File: src/rtl/log_dump_reader_pkg.sv
// Shared definitions for the log dump reader: FSM encoding and width helpers.
package log_dump_reader_pkg;

    // Dump sequencer states.
    typedef enum logic [2:0] {
        ST_IDLE = 3'd0,
        ST_REQ  = 3'd1,
        ST_WAIT = 3'd2,
        ST_SEND = 3'd3,
        ST_NEXT = 3'd4
    } state_t;

    // Number of bits needed to hold value (0 for value==0); same helper the logger uses.
    function automatic int unsigned clogb2(input int unsigned value);
        int unsigned v;
        int unsigned n;
        v = value;
        n = 0;
        while (v > 0) begin
            n = n + 1;
            v = v >> 1;
        end
        return n;
    endfunction

    // Width for a counter reaching max_val, never narrower than one bit.
    function automatic int unsigned bits_for(input int unsigned max_val);
        int unsigned n;
        n = clogb2(max_val);
        return (n < 1) ? 1 : n;
    endfunction

endpackage

File: src/rtl/log_dump_reader_if.sv
// Logger read port plus UART TX byte stream as seen by the dump reader.
interface log_dump_reader_if #(
    parameter int unsigned RAM_WIDTH = 32,
    parameter int unsigned ADDR_W    = 15,
    parameter int unsigned NB_BYTE   = 8
);
    logic                 o_read_log;
    logic [ADDR_W-1:0]    o_addr_log;
    logic [RAM_WIDTH-1:0] i_data_log;
    logic [NB_BYTE-1:0]   o_tx_data;
    logic                 o_tx_valid;
    logic                 i_tx_ready;

    // Dump reader side.
    modport master (
        output o_read_log,
        output o_addr_log,
        input  i_data_log,
        output o_tx_data,
        output o_tx_valid,
        input  i_tx_ready
    );

    // Logger / UART side.
    modport slave (
        input  o_read_log,
        input  o_addr_log,
        output i_data_log,
        input  o_tx_data,
        input  o_tx_valid,
        output i_tx_ready
    );
endinterface

File: src/rtl/log_dump_reader_word_byte_serializer.sv
// Holds one logged word and presents it LSB byte first on a valid/ready stream.
module log_dump_reader_word_byte_serializer
    import log_dump_reader_pkg::*;
#(
    parameter int unsigned RAM_WIDTH = 32,
    parameter int unsigned NB_BYTE   = 8
) (
    input  logic                 clk,
    input  logic                 reset,
    input  logic                 load,
    input  logic                 clear,
    input  logic [RAM_WIDTH-1:0] word,
    input  logic                 tx_ready,
    output logic [NB_BYTE-1:0]   tx_data,
    output logic                 tx_valid,
    output logic                 last_xfer_c
);
    localparam int unsigned NBYTES = RAM_WIDTH / NB_BYTE;
    localparam int unsigned IDX_W  = bits_for(NBYTES - 1);

    logic [RAM_WIDTH-1:0] word_q;
    logic [IDX_W-1:0]     idx_q;
    logic [IDX_W-1:0]     idx_nxt;
    logic [NB_BYTE-1:0]   data_q;
    logic                 valid_q;
    logic                 xfer_c;
    logic                 last_idx_c;

    // Handshake decode and next byte index.
    always_comb begin
        xfer_c      = valid_q & tx_ready;
        last_idx_c  = (idx_q == IDX_W'(NBYTES - 1));
        last_xfer_c = xfer_c & last_idx_c;
        idx_nxt     = idx_q + IDX_W'(1);
    end

    // Word load, byte stepping and valid hold; clear discards a partly sent word.
    always_ff @(posedge clk or posedge reset) begin
        if (reset) begin
            word_q  <= '0;
            idx_q   <= '0;
            data_q  <= '0;
            valid_q <= 1'b0;
        end else if (clear) begin
            idx_q   <= '0;
            valid_q <= 1'b0;
        end else if (load) begin
            word_q  <= word;
            idx_q   <= '0;
            data_q  <= word[NB_BYTE-1:0];
            valid_q <= 1'b1;
        end else if (xfer_c) begin
            if (last_idx_c) begin
                idx_q   <= '0;
                valid_q <= 1'b0;
            end else begin
                idx_q  <= idx_nxt;
                data_q <= word_q[NB_BYTE * 32'(idx_nxt) +: NB_BYTE];
            end
        end
    end

    assign tx_data  = data_q;
    assign tx_valid = valid_q;

endmodule

File: src/rtl/log_dump_reader.sv
// Walks the full logger RAM after a dump request and streams every word out as bytes.
module log_dump_reader
    import log_dump_reader_pkg::*;
#(
    parameter int unsigned RAM_WIDTH    = 32,
    parameter int unsigned RAM_DEPTH    = 2**15,
    parameter int unsigned READ_LATENCY = 2,
    parameter int unsigned NB_BYTE      = 8
) (
    input  logic                clk,
    input  logic                reset,
    input  logic                i_start_dump,
    input  logic                i_mem_full,
    output logic                o_busy,
    output logic                o_done,
    log_dump_reader_if.master   bus
);
    localparam int unsigned ADDR_W = bits_for(RAM_DEPTH - 1);
    localparam int unsigned LAT_W  = bits_for(READ_LATENCY);

    state_t              state_q;
    state_t              state_n;
    logic [ADDR_W-1:0]   addr_q;
    logic [ADDR_W-1:0]   addr_n;
    logic [LAT_W-1:0]    lat_q;
    logic [LAT_W-1:0]    lat_n;
    logic                read_q;
    logic                busy_q;
    logic                done_q;
    logic                load_c;
    logic                clear_c;
    logic                done_c;
    logic                last_xfer_c;

    // Next-state, address and latency counter; an empty logger aborts from any busy state.
    always_comb begin
        state_n = state_q;
        addr_n  = addr_q;
        lat_n   = lat_q;
        load_c  = 1'b0;
        clear_c = 1'b0;
        done_c  = 1'b0;
        if ((state_q != ST_IDLE) && !i_mem_full) begin
            state_n = ST_IDLE;
            clear_c = 1'b1;
        end else begin
            case (state_q)
                ST_IDLE: begin
                    if (i_start_dump && i_mem_full) begin
                        state_n = ST_REQ;
                        addr_n  = '0;
                    end
                end
                ST_REQ: begin
                    state_n = ST_WAIT;
                    lat_n   = '0;
                end
                ST_WAIT: begin
                    if (lat_q == LAT_W'(READ_LATENCY - 1)) begin
                        load_c  = 1'b1;
                        state_n = ST_SEND;
                    end else begin
                        lat_n = lat_q + LAT_W'(1);
                    end
                end
                ST_SEND: begin
                    if (last_xfer_c) begin
                        state_n = ST_NEXT;
                    end
                end
                ST_NEXT: begin
                    if (addr_q == ADDR_W'(RAM_DEPTH - 1)) begin
                        state_n = ST_IDLE;
                        done_c  = 1'b1;
                    end else begin
                        addr_n  = addr_q + ADDR_W'(1);
                        state_n = ST_REQ;
                    end
                end
                default: begin
                    state_n = ST_IDLE;
                    clear_c = 1'b1;
                end
            endcase
        end
    end

    // State, counters and registered control outputs.
    always_ff @(posedge clk or posedge reset) begin
        if (reset) begin
            state_q <= ST_IDLE;
            addr_q  <= '0;
            lat_q   <= '0;
            read_q  <= 1'b0;
            busy_q  <= 1'b0;
            done_q  <= 1'b0;
        end else begin
            state_q <= state_n;
            addr_q  <= addr_n;
            lat_q   <= lat_n;
            read_q  <= (state_n == ST_REQ);
            busy_q  <= (state_n != ST_IDLE);
            done_q  <= done_c;
        end
    end

    log_dump_reader_word_byte_serializer #(
        .RAM_WIDTH (RAM_WIDTH),
        .NB_BYTE   (NB_BYTE)
    ) u_ser (
        .clk         (clk),
        .reset       (reset),
        .load        (load_c),
        .clear       (clear_c),
        .word        (bus.i_data_log),
        .tx_ready    (bus.i_tx_ready),
        .tx_data     (bus.o_tx_data),
        .tx_valid    (bus.o_tx_valid),
        .last_xfer_c (last_xfer_c)
    );

    assign bus.o_read_log = read_q;
    assign bus.o_addr_log = addr_q;
    assign o_busy         = busy_q;
    assign o_done         = done_q;

endmodule

File: src/flat_wrapper.sv
// flat-port wrapper written by rule: the top's interface ports become plain ports
module log_dump_reader_flat import log_dump_reader_pkg::*;
#(
    parameter int unsigned RAM_WIDTH    = 32,
    parameter int unsigned RAM_DEPTH    = 2**15,
    parameter int unsigned READ_LATENCY = 2,
    parameter int unsigned NB_BYTE      = 8
)
  (clk, reset, i_start_dump, i_mem_full, o_busy, o_done, bus_o_read_log, bus_o_addr_log, bus_i_data_log, bus_o_tx_data, bus_o_tx_valid, bus_i_tx_ready);
  log_dump_reader_if #(.RAM_WIDTH(RAM_WIDTH), .ADDR_W((2)), .NB_BYTE(NB_BYTE)) bus_i ();
  input  logic clk;
  input  logic reset;
  input  logic i_start_dump;
  input  logic i_mem_full;
  output logic o_busy;
  output logic o_done;
  output wire logic [$bits(bus_i.o_read_log)-1:0] bus_o_read_log;
  output wire logic [$bits(bus_i.o_addr_log)-1:0] bus_o_addr_log;
  input wire logic [$bits(bus_i.i_data_log)-1:0] bus_i_data_log;
  output wire logic [$bits(bus_i.o_tx_data)-1:0] bus_o_tx_data;
  output wire logic [$bits(bus_i.o_tx_valid)-1:0] bus_o_tx_valid;
  input wire logic [$bits(bus_i.i_tx_ready)-1:0] bus_i_tx_ready;
  assign bus_o_read_log = bus_i.o_read_log;
  assign bus_o_addr_log = bus_i.o_addr_log;
  assign bus_i.i_data_log = bus_i_data_log;
  assign bus_o_tx_data = bus_i.o_tx_data;
  assign bus_o_tx_valid = bus_i.o_tx_valid;
  assign bus_i.i_tx_ready = bus_i_tx_ready;
  log_dump_reader #(.RAM_WIDTH(RAM_WIDTH), .RAM_DEPTH(RAM_DEPTH), .READ_LATENCY(READ_LATENCY), .NB_BYTE(NB_BYTE)) u_core (.clk(clk), .reset(reset), .i_start_dump(i_start_dump), .i_mem_full(i_mem_full), .o_busy(o_busy), .o_done(o_done), .bus(bus_i));
endmodule
File: config.mk
export PLATFORM = sky130hd
export DESIGN_NAME = log_dump_reader_flat
export DESIGN_NICKNAME = d
export VERILOG_FILES = /design/src/rtl/log_dump_reader_pkg.sv /design/src/rtl/log_dump_reader_if.sv /design/src/rtl/log_dump_reader_word_byte_serializer.sv /design/src/rtl/log_dump_reader.sv /design/src/flat_wrapper.sv
export SDC_FILE = /design/constraint.sdc
export NUM_CORES = 1
export LEC_CHECK = 0
export CAP_MARGIN = 10
export CORE_ASPECT_RATIO = 0.9
export CORE_MARGIN = 10
export CORE_UTILIZATION = 45
export DETAILED_ROUTE_END_ITERATION = 10
export PLACE_DENSITY = 0.7
export SLEW_MARGIN = 30
export SYNTH_ARGS = -nofsm -noshare
export SYNTH_HDL_FRONTEND = slang
export SYNTH_SLANG_ARGS = --single-unit
File: constraint.sdc
create_clock -name clk -period 4.5 [get_ports clk]
set_input_delay 0.675 -clock clk [delete_from_list [all_inputs] [get_ports clk]]
set_output_delay 0.675 -clock clk [all_outputs]
set_load 0.01 [all_outputs]
After elaboration in Yosys (flattened, before gate mapping):

Cells that the tools add are included.

* bits in registers: 66
* word-level logic and storage cells: 77
* input port bits: 37

* equal/unequal tests: 12
* muxes and demuxes: 30
* reductions and logical operators: 17
* bitwise operators: 4
* add/subtract/negate cells: 3
* shift operators: 1

Operators with widths (count)
* 32-bit by 6-bit indexed part select with 8-bit output: 1
* 15-bit two-way mux: 2
* 15-bit case mux with 2 select lines: 1
* 8-bit two-way mux: 3
* 15-bit by 1-bit adder with 15-bit output (second input constant): 1
* 15-bit == test (second input constant): 1
* 3-bit case mux with 5 select lines: 1
* 1-bit two-way mux: 13
* 3-bit two-way mux: 4
* 3-bit nonzero test: 4
* 2-bit two-way mux: 5
* 3-bit by 1-bit == test with 1-bit output (second input constant): 2
* 3-bit by 2-bit == test with 1-bit output (second input constant): 2
* 3-bit AND reduction: 2
* 2-bit nonzero test: 3
* 5-bit OR reduction: 1
* 2-bit by 1-bit adder with 2-bit output (second input constant): 2
* 2-bit by 1-bit inequality test with 1-bit output (second input constant): 2
* 2-bit inequality test (second input constant): 2
* 2-bit case mux with 2 select lines: 1
* 2-bit AND reduction: 2
* 4-bit AND reduction: 1
* 3-bit == test (second input constant): 1
* 3-bit zero test: 1
* other kinds (6): 9

Depth between registers and ports, before layout:

Gate-level depths: netlist of the first run.

* depth in word-level cells: 6
* depth in mapped cells: 8
* depth with buffers taken out: 6

Cells and area by module:

From an unflattened synthesis of the first run, not the netlist that was laid out.

* cell total of the unflattened synthesis: 263
* area, all modules: 3243.1 µm²

By module, submodules not included
* log_dump_reader_word_byte_serializer: cells an instance 122, instances 1, area each 1903.1 µm²
* log_dump_reader: cells an instance 141, instances 1, area each 1340.0 µm²

Worst setup path after synthesis of the first run:

Ideal clock, no wire load.

* path kind: register to register
* start: register u_core.u_ser.idx_q[0]
* end: register u_core.u_ser.data_q[0], in the netlist u_core.u_ser.tx_data[0]
* cell stages (with the launch flop): 6
* required time: 4.375 ns
* arrival: 1.963 ns
* slack: 2.412 ns
* period minus slack after synthesis: 2.088 ns
* cell sequence: dfrtp_1 > ha_1 > clkbuf_1 > mux4_2 > mux2_4 > mux2_2

* cells in the longest elaborated chain, start to end: 5
* elaborated cells on any way between the ends: 8
* classes of those cells: add/sub: 1; eq/ne: 2; shift: 1; mux: 3; reduce/logical: 1

RTL lines
* start: declaration: RTL line log_dump_reader_word_byte_serializer.sv:22 `logic [IDX_W-1:0] idx_q;`
* start signal: assignment: RTL line log_dump_reader_word_byte_serializer.sv:57 `idx_q <= idx_nxt;`
* 2-bit by 1-bit adder with 2-bit output: RTL line log_dump_reader_word_byte_serializer.sv:34 `idx_nxt = idx_q + IDX_W'(1);`
* 32-bit by 6-bit indexed part select with 8-bit output: RTL line log_dump_reader_word_byte_serializer.sv:58 `data_q <= word_q[NB_BYTE * 32'(idx_nxt) +: NB_BYTE];`
* 8-bit two-way mux: RTL line log_dump_reader_word_byte_serializer.sv:53 `if (last_idx_c) begin`
* 8-bit two-way mux: RTL line log_dump_reader_word_byte_serializer.sv:52 `end else if (xfer_c) begin`
* 8-bit two-way mux: RTL line log_dump_reader_word_byte_serializer.sv:47 `end else if (load) begin`
* end signal: assignment: RTL line log_dump_reader_word_byte_serializer.sv:50 `data_q <= word[NB_BYTE-1:0];`
* end signal: assignment: RTL line log_dump_reader_word_byte_serializer.sv:58
* end: declaration: RTL line log_dump_reader_word_byte_serializer.sv:24 `logic [NB_BYTE-1:0] data_q;`

Parallel ways exist; a longest one is shown, timed or not. The select of a mux whose other input is x is not followed.
A chain may end at the register's enable or synchronous reset.

Worst setup path in the final report of the first run:

* start: input port i_mem_full
* end: register u_core.u_ser.data_q[1], in the netlist u_core.u_ser.tx_data[1]

* cells in the longest elaborated chain, start to end: 5
* elaborated cells on any way between the ends: 9
* classes of those cells: eq/ne: 1; mux: 3; bitwise: 1; reduce/logical: 4

RTL lines
* start: declaration: RTL line flat_wrapper.sv:14 `input logic i_mem_full;`
* 1-bit zero test (*): RTL line log_dump_reader.sv:43 `if ((state_q != ST_IDLE) && !i_mem_full) begin`
* 1-bit logical AND (*): RTL line log_dump_reader.sv:43
* 1-bit two-way mux: RTL line log_dump_reader.sv:43
* 2-bit by 1-bit inequality test with 1-bit output (no source line) (tied with other cells)
* 3-bit AND reduction (no source line)

Every way passes the cells marked *; elsewhere a longest branch is shown, timed or not.

==> key figures, run 1 <==
CTS
  – Clock Sinks: 66
  – Clock tree root buffer cell: clkbuf_8
  – Clock latency of the later-clocked register in the worst-skew pair: around 0.35 ns
  – Number of buffers inserted by post-CTS setup repair: 0
  – CTS HTree Levels: 3
  – Clock transition at the register clock pins on the worst setup and hold paths after CTS: ~0.07 ns
  – Hold buffer count at cts: 0
  – Maximum clock insertion buffer count: 2
  – TritonCTS clock tree: done
  – Total CTS buffers: 9
  – Number of instances resized during post-cts repair: 0

Power and ir drop
  – Total Power: about 2200 µW
  – Total leakage power: about 0.0018 µW
  – Power per standard cell area: between 500 and 600 mW/mm²
  – VDD IR max: between 0.2 and 0.3 mV

Routing
  – Number of detailed-route iterations in the first pass: 4
  – Average wire length per cell after detail routing: 16.3 µm
  – Drt initial violations: 67
  – Vias per cell: about 5.4
  – Count of antenna-violating nets left after detailed routing: 0
  – Number of design rule violations left after detail routing: 0
  – Total Wirelength: ~6700 µm
  – Detailed-route via count: around 2200

STA
  – Total count of max-transition violations in the final report: 0
  – Worst Slack Setup Final: between 1.5 and 2 ns
  – Final-report hold violation count: 0
  – Slew at the pin closest to its max-slew limit: 0.805 ns
  – Slew Limit Headroom: between 40% and 50%
  – Clock skew: 0.0139 ns
  – Final period utilization: 63.1%
  – Maximum operating frequency: between 300 and 400 MHz
  – RSZ-0062 raised after global routing: false
  – Final-report setup violation count: 0
  – Accumulated negative setup slack: 0 ns
  – WHS: ~0.5 ns
  – Final critical path time including I/O delays and setup: approximately 2.8 ns

Setup path
  – CP Capture Type: flop
  – Crit path arrival time: 3.07 ns
  – Worst setup path category: in2reg
  – Critical path data required time: around 4.7 ns
  – Maximum fanout along the worst path: 40
  – Critical Path Source Type: primary input

Place
  – Gp weighted congestion: ~0.8
  – Cell total after placement: approximately 400
  – Buffers on Ports: 50
  – Setup Slack @ Placement: around 1.3 ns
  – DPL Wire Length: 4720 µm

Synth
  – Number of synthesized register bits: 66
  – Fraction of the yosys area taken by sequential cells: between 40% and 50%
  – Mean instance size in the synthesized netlist: 12.4 µm²
  – Synthesized instance count: 269
  – Summed instance area of the synthesized netlist: approximately 0.0033 mm²
  – Number of library cell types mapped by synthesis: 40
  – Synth warnings: 0
  – Leading register cell type out of synthesis: dfrtp_1
  – Number of flops mapped to enable cells by yosys: 0
  – Synth async-reset ratio: 100%
  – Total nets after synthesis: between 300 and 400

GRT
  – Number of antenna violations at the first check in global routing: 0
  – Maximum number of pins on one net before global-route repair: 45
  – GR Overflow Total: 0
  – Via count of the first global-routing pass: 2325
  – Wire length of the first global-routing pass: 11200 µm
  – Total Routing Usage GR: about an eighth

Min path
  – Hold/Removal Path Class: reg2reg

Finish
  – Filler cell count: approximately 620
  – Most frequent standard cell in the layout excluding fill and tap cells: dfrtp_1
  – Number of diodes: 0
  – Share of cells above drive strength 1: 25.2%
  – Area grow syn2layout: 22.0%
  – Count of nets after finishing: between 300 and 400
  – Final std cells w/o fill: 411
  – Highest-count cells in the layout ignoring fill and taps: 66 x dfrtp_1, 50 x clkdlybuf4s50_1, 43 x mux2_2, 22 x nand2_1, 14 x a21oi_1

Floorplan
  – Initial standard-cell utilization of the core: around 47%
  – Die area: ~0.011 mm²
  – Die outline height: around 100 µm
  – Die span in x: 111 µm
  – Core area: around 0.0071 mm²
  – Boundary Pins: just over 50
  – Row count: 29

Outcome
  – Status: finished clean

Run
  – Max_cap viols: 0
cell usage after synthesis (all sizes together), types with 2 or more instances:
| library cell | number | area (µm²) |
|---|---|---|
| a31oi | 2 | 12.5 |
| nand2b | 11 | 68.8 |
| nor2 | 8 | 32.5 |
| inv | 6 | 22.5 |
| nand3 | 6 | 30.0 |
| a211oi | 5 | 42.5 |
| or3 | 2 | 12.5 |
| and3 | 5 | 31.3 |
| and4 | 5 | 43.8 |
| nand4 | 7 | 58.8 |
| nor3 | 4 | 20.0 |
| buf | 16 | 104 |
| nand2 | 22 | 82.6 |
| dfrtp | 66 | 1650 |
| o211ai | 2 | 15.0 |
| mux4 | 8 | 180 |
| o21ai | 7 | 38.8 |
| a21oi | 14 | 70.1 |
| mux2 | 48 | 559 |
| mux2i | 10 | 100 |
| ha | 3 | 37.5 |
registers in the layout, summed over array words and instances, names as in the netlist:
name	count
u_core.addr_q	15
u_core.o_busy	1
u_core.lat_q	2
u_core.u_ser.idx_q	2
u_core.o_done	1
u_core.bus.o_read_log	1
u_core.u_ser.tx_data	8
u_core.u_ser.tx_valid	1
u_core.u_ser.word_q	32
u_core.state_q	3
layer usage:
| metal | wire [µm] | share of wire [%] | global-route usage (%) |
|---|---|---|---|
| met5 | 0 | 0 | 0 |
| met3 | 219 | 3.3 | 3.61 |
| met1 | 3020 | 45 | 14.6 |
| met2 | 3320 | 50 | 19.7 |
| met4 | 117 | 1.8 | 5.40 |
metrics by stage:
| step | utilization [%] | instance area, µm² |
|---|---|---|
| 3_5_place_dp | 54.1 | 3850 |
| 4_1_cts | 57.1 | 4060 |
| 2_1_floorplan | - | 3330 |
| 6_report | 57.1 | 4060 |
| 3_3_place_gp | 54.1 | 3850 |
| 5_1_grt | 57.1 | 4060 |
layout make-up:
| cell class | count | area (µm²) | share of cell area (%) |
|---|---|---|---|
| sequential | 66 | 1650 | 40.6 |
| multi-input combinational | 180 | 1550 | 38.1 |
| timing repair buffer | 51 | 508 | 12.5 |
| clock buffer | 9 | 124 | 3.05 |
| tap | 93 | 116 | 2.86 |
| clock inverter | 6 | 91.3 | 2.25 |
| inverter | 6 | 23.8 | 0.585 |
logic make-up (layout without fill, tap and decap cells):
logic type	count (synthesis)	count (layout)	share of synthesized area, %
DFF	66	66	49.6
and+or+nand+nor	74	74	12.5
muxes	66	66	25.2
buffers and inverters	23	72	3.91
adders and majority gates	3	3	1.13
AOI/OAI and AO/OA	37	37	7.70
report_power, final:
group / leakage [µW] / total [µW] / switching, µW / internal [µW]
clock network: 0.0000979 / 544 / 233 / 310
logic: 0.000799 / 715 / 264 / 450
registers: 0.000863 / 905 / 125 / 780
total: 0.00176 / 2160 / 622 / 1540
critical path: stages:
cell and delay [ns]:
clkdlybuf4s50_1 0.57, nor2b_2 0.38, nand4_4 0.63, mux2_4 0.53, mux2_2 0.25
final timing paths:
path	slack, ns	from	endpoint	depth (start not counted)
max	1.66	i_mem_full	u_core.u_ser.tx_data[1]	5
min	0.51	u_core.u_ser.tx_data[5]	u_core.u_ser.tx_data[5]	1
max reg2reg	2.02	u_core.u_ser.idx_q[0]	u_core.u_ser.tx_data[0]	4
min reg2reg	0.51	u_core.u_ser.tx_data[5]	u_core.u_ser.tx_data[5]	1
max in group asynchronous	2.95	reset	u_core.u_ser.word_q[15]	3
min in group asynchronous	0.76	reset	u_core.u_ser.word_q[30]	2
Note: power is estimated with default switching activity, not from simulation.
==> inputs of run 2 (changes only) <==
PLACE_DENSITY = 0.73   (was 0.7)
clock period = 2.3 ns   (was 4.5 ns; I/O delays follow)
==> key figures, run 2 (synthesis gave the netlist of run 1 again) <==
Outcome
  – Status: finished clean

Finish
  – Number of diodes: 0 (unchanged)
  – Number of flip-flops under the largest register name: 32 (unchanged)
  – Register ranked first by flip-flop count: u_core.u_ser.word_q
  – Final std cells w/o fill: 424 (+3.2%)
  – Count of nets after finishing: 366 (+3.4%)
  – Area grow syn2layout: 24.4%
  – Highest-count cells in the layout ignoring fill and taps: 66 x dfrtp_1, 50 x clkdlybuf4s50_1, 43 x mux2_2, 22 x nand2_1, 14 x a21oi_1
  – Share of cells above drive strength 1: 28.1% (+2.9 points)
  – Most frequent standard cell in the layout excluding fill and tap cells: dfrtp_1

Floorplan
  – Die outline height: 102 µm (unchanged)
  – Boundary Pins: 51 (unchanged)
  – Die area: 0.0112 mm² (unchanged)
  – Initial standard-cell utilization of the core: 46.8% (unchanged)
  – Row count: 29 (unchanged)
  – Die span in x: 111 µm (unchanged)
  – Core area: 0.00711 mm² (unchanged)

Run
  – Max_cap viols: 0 (unchanged)

Routing
  – Vias per cell: 5.47 (+1.7%)
  – Number of design rule violations left after detail routing: 0 (unchanged)
  – Total Wirelength: 7030 µm (+5.3%)
  – Met2 wire length: 3680 µm (+11%)
  – Number of detailed-route iterations in the first pass: 4 (unchanged)
  – Detailed-route via count: 2319 (+4.9%)
  – Max layer used: met4
  – Routed wl met3: 215 µm (-1.8%)
  – Count of antenna-violating nets left after detailed routing: 0 (unchanged)
  – Average wire length per cell after detail routing: 16.6 µm (+2.1%)
  – Length of routed wiring on met1: 3060 µm (+1.5%)
  – Drt initial violations: 158 (+140%)

Setup path
  – Crit-path max cell delay: 0.45 ns (-0.18 ns)
  – Worst setup path category: reg2reg
  – Slowest cell on the critical path: dfrtp_1
  – Critical path data required time: 2.56 ns (-2.17 ns)
  – CP Capture Type: flop
  – Maximum fanout along the worst path: 15 (-63%)
  – Crit path arrival time: 2.27 ns (-0.80 ns)
  – Critical Path Source Type: flop
  – Critical path cell sequence: ha_1, and3_1, and4_1, a2111oi_4, mux2i_1

STA
  – Final-report setup violation count: 0 (unchanged)
  – Clock skew: 0.00884 ns (-0.00508 ns)
  – Slew Limit Headroom: 62.8% (+17 points)
  – Total count of max-transition violations in the final report: 0 (unchanged)
  – Final critical path time including I/O delays and setup: approximately 2 ns
  – Worst Slack Setup Final: 0.287 ns (-1.37 ns)
  – RSZ-0062 raised after global routing: false
  – Maximum operating frequency: just under 500 MHz
  – Slew at the pin closest to its max-slew limit: 0.559 ns (-0.246 ns)
  – Final period utilization: slightly below 90%
  – Accumulated negative setup slack: 0 ns (unchanged)
  – Final-report hold violation count: 0 (unchanged)

Power and ir drop
  – Total leakage power: 0.00181 µW (+2.8%)
  – Power per standard cell area: 1010 mW/mm² (+90%)
  – VDD IR max: 0.653 mV (+140%)

CTS
  – CTS HTree Levels: 3 (unchanged)
  – Maximum clock insertion buffer count: 2 (unchanged)
  – TritonCTS clock tree: done
  – Clock tree root buffer cell: clkbuf_8
  – Clock Sinks: 66 (unchanged)
  – Number of instances resized during post-cts repair: 0 (unchanged)
  – Clock latency of the later-clocked register in the worst-skew pair: 0.35 ns (about the same)
  – Clock transition at the register clock pins on the worst setup and hold paths after CTS: 0.07 ns (about the same)
  – Number of buffers inserted by post-CTS setup repair: 0 (unchanged)
  – Hold buffer count at cts: 0 (unchanged)
  – Total CTS buffers: 9 (unchanged)

GRT
  – GR Overflow Total: 0 (unchanged)
  – Via count of the first global-routing pass: 2410 (+3.7%)
  – Maximum number of pins on one net before global-route repair: 67 (+49%)
  – Total Routing Usage GR: 12.6% (+0.48 points)
  – Wire length of the first global-routing pass: 11600 µm (+3.7%)
  – Number of antenna violations at the first check in global routing: 0 (unchanged)

Place
  – Setup Slack @ Placement: -0.00725 ns (-1.30 ns)
  – Cell total after placement: 408 (+3.0%)
  – Buffers on Ports: 50 (unchanged)
  – Gp weighted congestion: 0.759 (-4.4%)
  – DPL Wire Length: 5110 µm (+8.2%)

Min path
  – Hold/Removal Path Class: in2async
-- run 2: cell types whose count changed in the layout (fill, tap and decap cells not counted), sizes merged --
cell / change
clkinv: +1
buf: +12
bufinv: -1
clkinvlp: +1
-- run 2: worst max-delay path: cells and delay by family, from the launching register on --
| family | cells | cell delay (ns) |
|---|---|---|
| muxes | 1 | 0.23 |
| DFF | 1 | 0.45 |
| and+or+nand+nor | 2 | 0.64 |
| AOI/OAI and AO/OA | 1 | 0.38 |
| adders and majority gates | 1 | 0.24 |
-- run 2: path summary, 6_finish.rpt --
kind	cells after the start	start	slack (ns)	to
setup / recovery	5	u_core.addr_q[0]	0.29	u_core.addr_q[13]
hold / removal	3	reset	0.38	u_core.u_ser.word_q[21]
setup reg to reg	5	u_core.addr_q[0]	0.29	u_core.addr_q[13]
hold reg to reg	1	u_core.u_ser.word_q[28]	0.50	u_core.u_ser.word_q[28]
max in group asynchronous	3	reset	1.63	u_core.state_q[1]
min in group clk	1	u_core.u_ser.word_q[28]	0.50	u_core.u_ser.word_q[28]
-- run 2: metrics by stage --
step                      utilization, %  area [µm²]  hold slack (ns)  total power [µW]
after CTS                           58.3        4140            0.386              4250
after global placement              55.5        3950            0.481              3200
after floorplan                        -        3330            0.469              2770
final                               58.3        4140            0.382              4190
after global routing                58.3        4140            0.416              4450
after detailed placement            55.5        3950            0.491              3280
-- run 2: report_power, final --
| group | switching [µW] | internal (µW) |
|---|---|---|
| clock | 462 | 495 |
| sequential | 209 | 1530 |
| combinational | 571 | 929 |
| total | 1240 | 2950 |
-- run 2: cell type report --
class / count / area [µm²]
Inverter: 6 / 22.5
Tap cell: 93 / 116
Clock inverter: 7 / 70.1
Clock buffer: 9 / 124
Timing Repair Buffer: 63 / 611
Sequential cell: 66 / 1650
Multi-Input combinational cell: 180 / 1550
Fill cell: 593 / 2970
-- run 2: layer usage --
layer / up-vias / track usage [%]
met5: - / 0
met4: 0 / 5.10
met3: 4 / 3.78
met2: 48 / 21.7
met1: 1161 / 14.4
li1: 1106 / -
==> inputs of run 3 (changes only) <==
CORE_ASPECT_RATIO = 2   (was 0.9)
GPL_TIMING_DRIVEN = 0   (was unset)
TNS_END_PERCENT = 5   (was unset)
==> key figures, run 3 (synthesis gave the netlist of run 1 again) <==
Setup path
  – Crit path arrival time: 2.36 ns (+0.09 ns)
  – Maximum fanout along the worst path: 9 (-6)
  – Worst setup path category: reg2reg
  – Critical path data required time: 2.51 ns (-0.05 ns)
  – Reg2reg path depth: 4 (-1)
  – Setup slack of the most critical reg-to-reg path: 0.15 ns (-0.14 ns)
  – Critical register-to-register path endpoint: u_core.u_ser.tx_data[0]
  – Startpoint of the lowest-slack register-to-register path: u_core.u_ser.idx_q[1]
  – Critical Path Source Type: flop
  – CP Capture Type: flop

Outcome
  – Status: finished clean

CTS
  – TritonCTS clock tree: done
  – Hold buffer count at cts: 0 (unchanged)
  – Number of buffers inserted by post-CTS setup repair: 0 (unchanged)
  – Clock latency of the later-clocked register in the worst-skew pair: 0.33 ns (-0.02 ns)
  – Clock tree root buffer cell: clkbuf_16
  – CTS HTree Levels: 3 (unchanged)
  – Number of instances resized during post-cts repair: 0 (unchanged)
  – Total CTS buffers: 9 (unchanged)
  – Clock transition at the register clock pins on the worst setup and hold paths after CTS: 0.06 ns (about the same)
  – Maximum clock insertion buffer count: 2 (unchanged)
  – Clock Sinks: 66 (unchanged)

GRT
  – Total Routing Usage GR: 14.0% (+1.4 points)
  – Number of antenna violations at the first check in global routing: 0 (unchanged)
  – Met3 routing resource usage after global routing: 4.62% (+0.84 points)
  – Met2 layer usage reported by global route: 25.4% (+3.7 points)
  – Via count of the first global-routing pass: 2538 (+5.3%)
  – Gr busiest metal: met2
  – GR Overflow Total: 0 (unchanged)
  – Maximum number of pins on one net before global-route repair: 44 (-34%)
  – Met1 routing resource usage after global routing: 13.4% (-1.0 points)
  – Wire length of the first global-routing pass: 12300 µm (+6.3%)

Finish
  – Combined area of the multi-input logic cells: 0.00155 mm² (unchanged)
  – Number of diodes: 0 (unchanged)
  – Flip-flop and latch area: 0.00165 mm² (unchanged)
  – Filler cell count: 616 (+3.9%)
  – Most frequent standard cell in the layout excluding fill and tap cells: dfrtp_1
  – Register ranked first by flip-flop count: u_core.u_ser.word_q
  – Final std cells w/o fill: 427 (+0.71%)
  – Share of cells above drive strength 1: 28.7% (+0.56 points)
  – Number of flip-flops under the largest register name: 32 (unchanged)
  – Area grow syn2layout: 26.9%
  – Post-route core utilization: 58.6% (+0.35 points)
  – Count of nets after finishing: 370 (+1.1%)
  – Highest-count cells in the layout ignoring fill and taps: 66 x dfrtp_1, 50 x clkdlybuf4s50_1, 43 x mux2_2, 22 x nand2_1, 14 x a21oi_1

STA
  – Slew Limit Headroom: 66.9% (+4.1 points)
  – Clock skew: 0.00868 ns (-0.000161 ns)
  – Total count of max-transition violations in the final report: 0 (unchanged)
  – Maximum operating frequency: 465 MHz (-6.3%)
  – Final critical path time including I/O delays and setup: 2.15 ns (+0.136 ns)
  – Final-report setup violation count: 0 (unchanged)
  – RSZ-0062 raised after global routing: false
  – Final period utilization: 93.4% (+5.9 points)
  – Slew at the pin closest to its max-slew limit: 0.497 ns (-0.0619 ns)
  – Final-report hold violation count: 0 (unchanged)

Floorplan
  – Initial standard-cell utilization of the core: 46.2% (-0.65 points)
  – Core area: 0.00721 mm² (+1.4%)
  – Die span in x: 80.8 µm (-27%)
  – Boundary Pins: 51 (unchanged)
  – Die outline height: 142 µm (+39%)
  – Die area: 0.0115 mm² (+1.8%)
  – Row count: 44 (+52%)

Routing
  – Detailed-route via count: 2353 (+1.5%)
  – Vias per cell: 5.51 (+0.75%)
  – Number of design rule violations left after detail routing: 0 (unchanged)
  – Average wire length per cell after detail routing: 17.4 µm (+4.7%)
  – Total Wirelength: 7410 µm (+5.4%)
  – Number of detailed-route iterations in the first pass: 4 (unchanged)
  – Drt initial violations: 99 (-37%)
  – Count of antenna-violating nets left after detailed routing: 0 (unchanged)

Run
  – Max_cap viols: 0 (unchanged)

Min path
  – Hold/Removal Path Class: in2async

Place
  – Cell total after placement: 412 (+0.98%)
  – DPL Wire Length: 5680 µm (+11%)
  – Buffers on Ports: 50 (unchanged)
  – Gp weighted congestion: 0.849 (+12%)

Power and ir drop
  – Total leakage power: 0.00188 µW (+3.6%)
  – VDD IR max: 0.821 mV (+26%)
  – Power per standard cell area: 1050 mW/mm² (+3.6%)
## run 3: cell types whose count changed in the layout (fill, tap and decap cells not counted)
cell,before,now
buf_2,0,11
buf_4,12,2
buf_6,0,3
bufinv_16,1,0
clkbuf_1,0,1
clkbuf_16,0,9
clkbuf_8,9,0
clkinv_2,2,5
clkinv_4,0,1
clkinvlp_4,4,0
inv_2,1,0
inv_4,0,1
## run 3: critical path, stage by stage (launching register included)
cell     delay [ns]
dfrtp_1        0.38
ha_1           0.58
mux4_2         0.56
mux2_4         0.26
mux2_2         0.25
## run 3: area by class of cell
type / count / share of cell area, %
tap: 92 / 2.72
inverter: 6 / 0.592
clock buffer: 10 / 5.42
buffer: 16 / 2.46
multi-input combinational: 180 / 36.6
sequential: 66 / 39.1
clock inverter: 6 / 0.799
timing repair buffer: 51 / 12.3
## run 3: per-layer routing
metal,up-vias,share of wire [%]
met4,0,3.0
li1,1108,-
met2,56,56
met1,1172,36
met5,-,0
met3,17,5.0
## run 3: worst max-delay path by stage
stage / start / end / slack [ns]
after global placement: reset / u_core.o_busy / -0.83
after floorplan: u_core.u_ser.idx_q[0] / u_core.u_ser.tx_data[0] / 0.21
after global routing: u_core.u_ser.idx_q[1] / u_core.u_ser.tx_data[0] / 0.09
final: u_core.u_ser.idx_q[1] / u_core.u_ser.tx_data[0] / 0.15
after CTS: u_core.u_ser.idx_q[1] / u_core.u_ser.tx_data[0] / 0.15
after detailed placement: i_mem_full / u_core.o_busy / -0.1
## run 3: stage by stage
step,setup WS (ns),TNS (ns),total power (µW),hold WS [ns],cell area (µm²)
after floorplan,0.212,0,2770,0.469,3330
after global placement,-0.833,-56.34,3190,0.483,3950
after detailed placement,-0.0980,-1.68,3250,0.488,3970
after CTS,0.148,0,4480,0.337,4230
after global routing,0.0875,0,4690,0.356,4230
final,0.151,0,4430,0.329,4230
## run 3: report_power, final
part,switching [µW],internal (µW)
Combinational,574,903
Sequential,221,1530
Clock,484,720
Total,1280,3150
